**src/rtl/wddl_pkg.sv**
```systemverilog
// Shared types and constant helpers for the WDDL XOR reduction tree.
// Phase encoding, error counter width and tree-shape functions.
package wddl_pkg;

   typedef enum logic {
      PH_PRECH = 1'b0,
      PH_EVAL  = 1'b1
   } phase_e;

   localparam int ERR_CNT_W = 8;

   function automatic int clog2(input int n);
      int r;
      for (r = 0; (1 << r) < n; r++) begin
      end
      return r;
   endfunction

   // operands present at tree level l
   function automatic int lvl_cnt(input int n, input int l);
      return (n + (1 << l) - 1) >> l;
   endfunction

   // operand offset of level l inside the flattened tree bus
   function automatic int lvl_off(input int n, input int l);
      int s;
      s = 0;
      for (int j = 0; j < l; j++) s += lvl_cnt(n, j);
      return s;
   endfunction

endpackage

```
**src/rtl/wddl_xor_level.sv**
```systemverilog
// One level of the dual-rail XOR tree: pairwise XOR2 nodes, odd operand
// passed through, optionally registered with its valid bit.
module wddl_xor_level #(
   parameter  int WIDTH = 8,
   parameter  int N_I   = 2,
   parameter  int REG   = 1,
   localparam int N_O   = (N_I + 1) / 2
) (
   input  logic                   i_clk,
   input  logic                   i_rst_n,
   input  logic                   i_v,
   input  logic [N_I*WIDTH-1:0]   i_p,
   input  logic [N_I*WIDTH-1:0]   i_n,
   output logic                   o_v,
   output logic [N_O*WIDTH-1:0]   o_p,
   output logic [N_O*WIDTH-1:0]   o_n
);

   logic [N_O*WIDTH-1:0] w_p;
   logic [N_O*WIDTH-1:0] w_n;

   always_comb begin
      w_p = '0;
      w_n = '0;
      for (int k = 0; k < N_I / 2; k++) begin
         w_p[k*WIDTH +: WIDTH] =
            (i_p[2*k*WIDTH +: WIDTH] & i_n[(2*k+1)*WIDTH +: WIDTH]) |
            (i_n[2*k*WIDTH +: WIDTH] & i_p[(2*k+1)*WIDTH +: WIDTH]);
         w_n[k*WIDTH +: WIDTH] =
            (i_p[2*k*WIDTH +: WIDTH] & i_p[(2*k+1)*WIDTH +: WIDTH]) |
            (i_n[2*k*WIDTH +: WIDTH] & i_n[(2*k+1)*WIDTH +: WIDTH]);
      end
      if (N_I % 2 == 1) begin
         w_p[(N_O-1)*WIDTH +: WIDTH] = i_p[(N_I-1)*WIDTH +: WIDTH];
         w_n[(N_O-1)*WIDTH +: WIDTH] = i_n[(N_I-1)*WIDTH +: WIDTH];
      end
   end

   if (REG != 0) begin : g_reg
      logic                 r_v;
      logic [N_O*WIDTH-1:0] r_p;
      logic [N_O*WIDTH-1:0] r_n;

      always_ff @(posedge i_clk) begin
         if (!i_rst_n) begin
            r_v <= 1'b0;
            r_p <= '0;
            r_n <= '0;
         end else begin
            r_v <= i_v;
            r_p <= w_p;
            r_n <= w_n;
         end
      end

      assign o_v = r_v;
      assign o_p = r_p;
      assign o_n = r_n;
   end else begin : g_comb
      logic w_unused;
      assign w_unused = i_clk ^ i_rst_n;
      assign o_v = i_v;
      assign o_p = w_p;
      assign o_n = w_n;
   end

endmodule

```
**src/rtl/wddl_xor_tree_pipe.sv**
```systemverilog
// Pipelined N-input WDDL XOR tree with precharge/evaluate sequencing,
// input handshake and sticky dual-rail integrity checking.
module wddl_xor_tree_pipe
   import wddl_pkg::*;
#(
   parameter int WIDTH = 8,
   parameter int N_IN  = 4,
   parameter int PIPE  = 1
) (
   input  logic                  clk_in,
   input  logic                  rst_n_in,
   input  logic                  valid_in,
   output logic                  ready_out,
   input  logic [N_IN*WIDTH-1:0] d_p_in,
   input  logic [N_IN*WIDTH-1:0] d_n_in,
   output logic [WIDTH-1:0]      d_p_out,
   output logic [WIDTH-1:0]      d_n_out,
   output logic                  valid_out,
   output logic                  phase_out,
   output logic                  err_out,
   output logic [ERR_CNT_W-1:0]  err_cnt_out
);

   localparam int L   = clog2(N_IN);
   localparam int TOT = lvl_off(N_IN, L + 1);
   localparam int OL  = lvl_off(N_IN, L);

   phase_e r_phase;
   phase_e w_phase_nxt;
   logic   w_acc;
   logic   w_viol;

   logic                  r_iv;
   logic [N_IN*WIDTH-1:0] r_ip;
   logic [N_IN*WIDTH-1:0] r_in;
   logic                  r_err;
   logic [ERR_CNT_W-1:0]  r_cnt;

   logic [TOT*WIDTH-1:0]  w_tp;
   logic [TOT*WIDTH-1:0]  w_tn;
   logic [L:0]            w_tv;

   always_ff @(posedge clk_in) begin
      if (!rst_n_in) r_phase <= PH_PRECH;
      else           r_phase <= w_phase_nxt;
   end

   always_comb begin
      w_phase_nxt = PH_PRECH;
      unique case (r_phase)
         PH_PRECH: w_phase_nxt = PH_EVAL;
         PH_EVAL:  w_phase_nxt = PH_PRECH;
      endcase
   end

   assign ready_out = (r_phase == PH_EVAL);
   assign phase_out = r_phase;
   assign w_acc     = valid_in & ready_out;
   // a bit with equal rails is either a spacer or a collision
   assign w_viol    = w_acc & ~&(d_p_in ^ d_n_in);

   always_ff @(posedge clk_in) begin
      if (!rst_n_in) begin
         r_iv  <= 1'b0;
         r_ip  <= '0;
         r_in  <= '0;
         r_err <= 1'b0;
         r_cnt <= '0;
      end else begin
         r_iv  <= w_acc;
         r_ip  <= w_acc ? d_p_in : '0;
         r_in  <= w_acc ? d_n_in : '0;
         r_err <= r_err | w_viol;
         if (w_viol && r_cnt != '1) r_cnt <= r_cnt + 1'b1;
      end
   end

   assign err_out     = r_err;
   assign err_cnt_out = r_cnt;

   assign w_tv[0]                  = r_iv;
   assign w_tp[N_IN*WIDTH-1:0]     = r_ip;
   assign w_tn[N_IN*WIDTH-1:0]     = r_in;

   for (genvar l = 0; l < L; l++) begin : g_lvl
      localparam int NI = lvl_cnt(N_IN, l);
      localparam int NO = lvl_cnt(N_IN, l + 1);
      localparam int OI = lvl_off(N_IN, l);
      localparam int OO = lvl_off(N_IN, l + 1);

      wddl_xor_level #(
         .WIDTH (WIDTH),
         .N_I   (NI),
         .REG   (PIPE)
      ) u_lvl (
         .i_clk   (clk_in),
         .i_rst_n (rst_n_in),
         .i_v     (w_tv[l]),
         .i_p     (w_tp[OI*WIDTH +: NI*WIDTH]),
         .i_n     (w_tn[OI*WIDTH +: NI*WIDTH]),
         .o_v     (w_tv[l+1]),
         .o_p     (w_tp[OO*WIDTH +: NO*WIDTH]),
         .o_n     (w_tn[OO*WIDTH +: NO*WIDTH])
      );
   end

   if (PIPE == 0 && L > 0) begin : g_oreg
      logic             r_ov;
      logic [WIDTH-1:0] r_op;
      logic [WIDTH-1:0] r_on;

      always_ff @(posedge clk_in) begin
         if (!rst_n_in) begin
            r_ov <= 1'b0;
            r_op <= '0;
            r_on <= '0;
         end else begin
            r_ov <= w_tv[L];
            r_op <= w_tp[OL*WIDTH +: WIDTH];
            r_on <= w_tn[OL*WIDTH +: WIDTH];
         end
      end

      assign valid_out = r_ov;
      assign d_p_out   = r_op;
      assign d_n_out   = r_on;
   end else begin : g_onone
      assign valid_out = w_tv[L];
      assign d_p_out   = w_tp[OL*WIDTH +: WIDTH];
      assign d_n_out   = w_tn[OL*WIDTH +: WIDTH];
   end

endmodule

```
**config.mk**
```make
export PLATFORM = sky130hd
export DESIGN_NAME = wddl_xor_tree_pipe
export DESIGN_NICKNAME = d
export VERILOG_FILES = /design/src/rtl/wddl_pkg.sv /design/src/rtl/wddl_xor_level.sv /design/src/rtl/wddl_xor_tree_pipe.sv
export SDC_FILE = /design/constraint.sdc
export NUM_CORES = 1
export LEC_CHECK = 0
export BUFFER_PORTS_ARGS = -buffer_cell sky130_fd_sc_hd__buf_4
export CAP_MARGIN = 15
export CORE_ASPECT_RATIO = 0.6
export CORE_MARGIN = 2
export CORE_UTILIZATION = 25
export CTS_CLUSTER_DIAMETER = 200
export CTS_CLUSTER_SIZE = 12
export DETAILED_ROUTE_END_ITERATION = 16
export GPL_ROUTABILITY_DRIVEN = 0
export GPL_TIMING_DRIVEN = 1
export HOLD_SLACK_MARGIN = 0.06
export PLACE_DENSITY_LB_ADDON = 0.12
export REMOVE_ABC_BUFFERS = 1
export SLEW_MARGIN = 25
export SYNTH_ARGS = -nofsm -noshare
export SYNTH_HDL_FRONTEND = slang
export SYNTH_HIERARCHICAL = 1
export SYNTH_SLANG_ARGS = --single-unit
```
**constraint.sdc**
```tcl
create_clock -name clk_in -period 1.5 [get_ports clk_in]
set_input_delay 0.3 -clock clk_in [delete_from_list [all_inputs] [get_ports clk_in]]
set_output_delay 0.3 -clock clk_in [all_outputs]
set_load 0.005 [all_outputs]
```
==> metrics.txt <==
largest net degree at the start of global routing=66; hold path cells=2; Area growth, synth to finish=46.7%; drt via density=3.98; pre-CTS setup slack=-0.708 ns; Fin. Hold Viols=0; Max clock buf depth=2; Pleak=2.63 nW; fin crit share=0.992; drt pass-1 iters=4; Initial Util=0.254; IO Port Bufs=94; Core Box Area=17100 µm²; CTS clk-pin slew, worst paths=0.06 ns; Setup violations, final=0; Pint=6.71 mW; DP HPWL=7210 µm; most common cell after layout, fill and taps aside=dfxtp_1; area of the multi-input gates=1960 µm²; FF-to-FF path depth=4; Worst slew margin=0.736; proportion of layout cells with a drive suffix above 1=0.331; Nets=583; Crit path largest cell delay=0.31 ns; Filler cells=1710; fin cells=762; power after layout=8.48 mW; CP delay by family, top=simple AND/OR/NAND/NOR gates; TritonCTS buffer count=17; critical path type=primary input to flop; CTS tree=yes; Netlist Area Pre-Place=4340 µm²; antenna cells=0; initial antenna violation count=0; post-layout util=0.373; initial DRC count=132; Post-Syn Instances=388; crit path cell chain=buf_4 > xnor2_2 > nor4_4 > buf_4 > nand4_1 > buf_4 > nor2_4 > nor3_2 > o221a_1; clock skew=0.00887 ns; arrival time of the worst setup path=1.79 ns; gr usage total=0.114; Worst EP required=1.80 ns; Die ar.=18500 µm²; max_cap viols=0; first-pass GRT wire length=16000 µm; Worst Max-Slew Pin Slew=0.396 ns; WP buf/inv=3; vias=3036; post-DR wirelength/cell=13.3 µm; status=finished, final reports clean; post-synth cell types=28; power per cell area=1330 nW/µm²; commonest non-fill, non-tap cells in the layout=125 x dfxtp_1, 113 x buf_4, 65 x and2_1, 48 x a22oi_1, 38 x and2b_1; DIE HEIGHT=106 µm; HP Class=primary input to flop; type of origin of the critical path=primary input; Worst path slowest cell=nor4_4; Final WS setup=0.0115 ns; Root Driver=clkbuf_16; switch share=0.209; Critical Path Fanout Max=5; Cells after DPL=726; # hold bufs at CTS=0; syn avg cell area=11.2 µm²; Final Max Slew Viols=0; unrepaired setup endpoints after global routing=yes; setup TNS=0 ns; Crit. path cell count=9; clock latency on the worst-skew pair=0.41 ns; DRC Markers=0; register area=2500 µm²; peak supply drop=0.671 mV; Overflow after GRT=0; register share of total power=0.400; Placement Rows=37; count of yosys warnings during synthesis=6; Seq cells post-synth=125; most used cell, CP=buf_4; Routed WL=10100 µm; Post-synth EDFFs=0; endpoint class of the critical path=flop; Die W=174 µm; fmax=0.672 GHz; register area share after synthesis=0.577; Boundary Pins=95; Final min period=1.49 ns; asr flop ratio synth=0; Final ANT Viol Nets=0; clock sinks=125; combinational share of power=0.060; vias in the first global route=3083; Clock power frac=0.539; htree depth=4; top_reg_cell synth=dfxtp_1; switching power=1.77 mW
## state kept, by name, summed over array words and instances (netlist names)
signal,flops
r_in,32
phase_out,1
g_lvl.u_lvl/o_n,24
r_iv,1
r_ip,32
err_cnt_out,8
g_lvl.u_lvl/o_v,2
g_lvl.u_lvl/o_p,24
err_out,1
## power groups by stage
stage	Sequential (mW)	Combinational (mW)	Clock [mW]
floorplan	3.46	0.139	0
global placement	3.47	0.441	0
detailed placement	3.47	0.443	0
CTS	3.40	0.506	4.67
global route	3.40	0.555	4.83
finish	3.40	0.511	4.57
## worst register-to-register path, stage by stage (launching register included)
cell     delay [ns]
dfxtp_1        0.33
and3_1         0.21
nand3_1        0.14
or4_1          0.42
o221a_1        0.23
## per-stage QoR
step,instance area [µm²],hold WS (ns)
final,6370,0.109
after global routing,6370,0.0994
after CTS,6280,0.0902
after detailed placement,5450,0.418
after global placement,5450,0.416
after floorplan,4270,0.412
## synth_stat cells (2+ instances only)
cell      count  area, µm²
dfxtp_1     125       2500
and2_1       65        407
a22oi_1      48        360
and2b_1      38        285
xnor2_1      32        280
nor2b_1      11       68.8
nand2_1      10       37.5
nor4_1       10       62.6
clkbuf_1      7       26.3
mux2i_1       7       70.1
nand2b_1      6       37.5
nand3_1       4       20.0
buf_2         3       15.0
nand4_1       3       18.8
and3_1        2       12.5
buf_6         2       22.5
nor2_1        2       7.51
nor3_1        2       10.0
nor4b_1       2       17.5
## logic make-up after synthesis
group | Yosys count | synth area share
fa+ha+maj | 1 | 0.00288
buf+inv | 14 | 0.0173
flops | 125 | 0.577
simple gates | 159 | 0.235
compound gates | 50 | 0.0873
mux | 7 | 0.0161
xor+xnor | 32 | 0.0646
## layer usage
metal,part of all wire,global-route usage,up-vias
met3,0.039,0.0333,10
li1,-,-,1579
met5,0,0,-
met4,0.012,0.0450,0
met1,0.52,0.155,1380
met2,0.43,0.171,67
## area by class of cell
class	instances	share of cell area
clock buffers	19	0.0711
well taps	234	0.0460
inverters	1	0.000590
repair buffers	120	0.148
multi-input cells	250	0.308
flip-flops and latches	125	0.393
clock inverters	13	0.0330
## what timing repair did
item,4_1_cts,5_1_grt
gates resized for setup,23,11
pin swaps,11,7
gates cloned,1,0
setup buffers,1,2
endpoints found under the setup margin,9,9
## path summary, 6_finish.rpt
kind / start / endpoint / slack [ns]
hold reg to reg: g_lvl[0].u_lvl/o_v / g_lvl[1].u_lvl/o_v / 0.43
setup reg to reg: err_cnt_out[4] / err_cnt_out[6] / 0.06
setup / recovery: d_n_in[15] / err_cnt_out[6] / 0.01
hold / removal: d_p_in[16] / r_ip[16] / 0.11
Note: power is estimated with default switching activity, not from simulation.
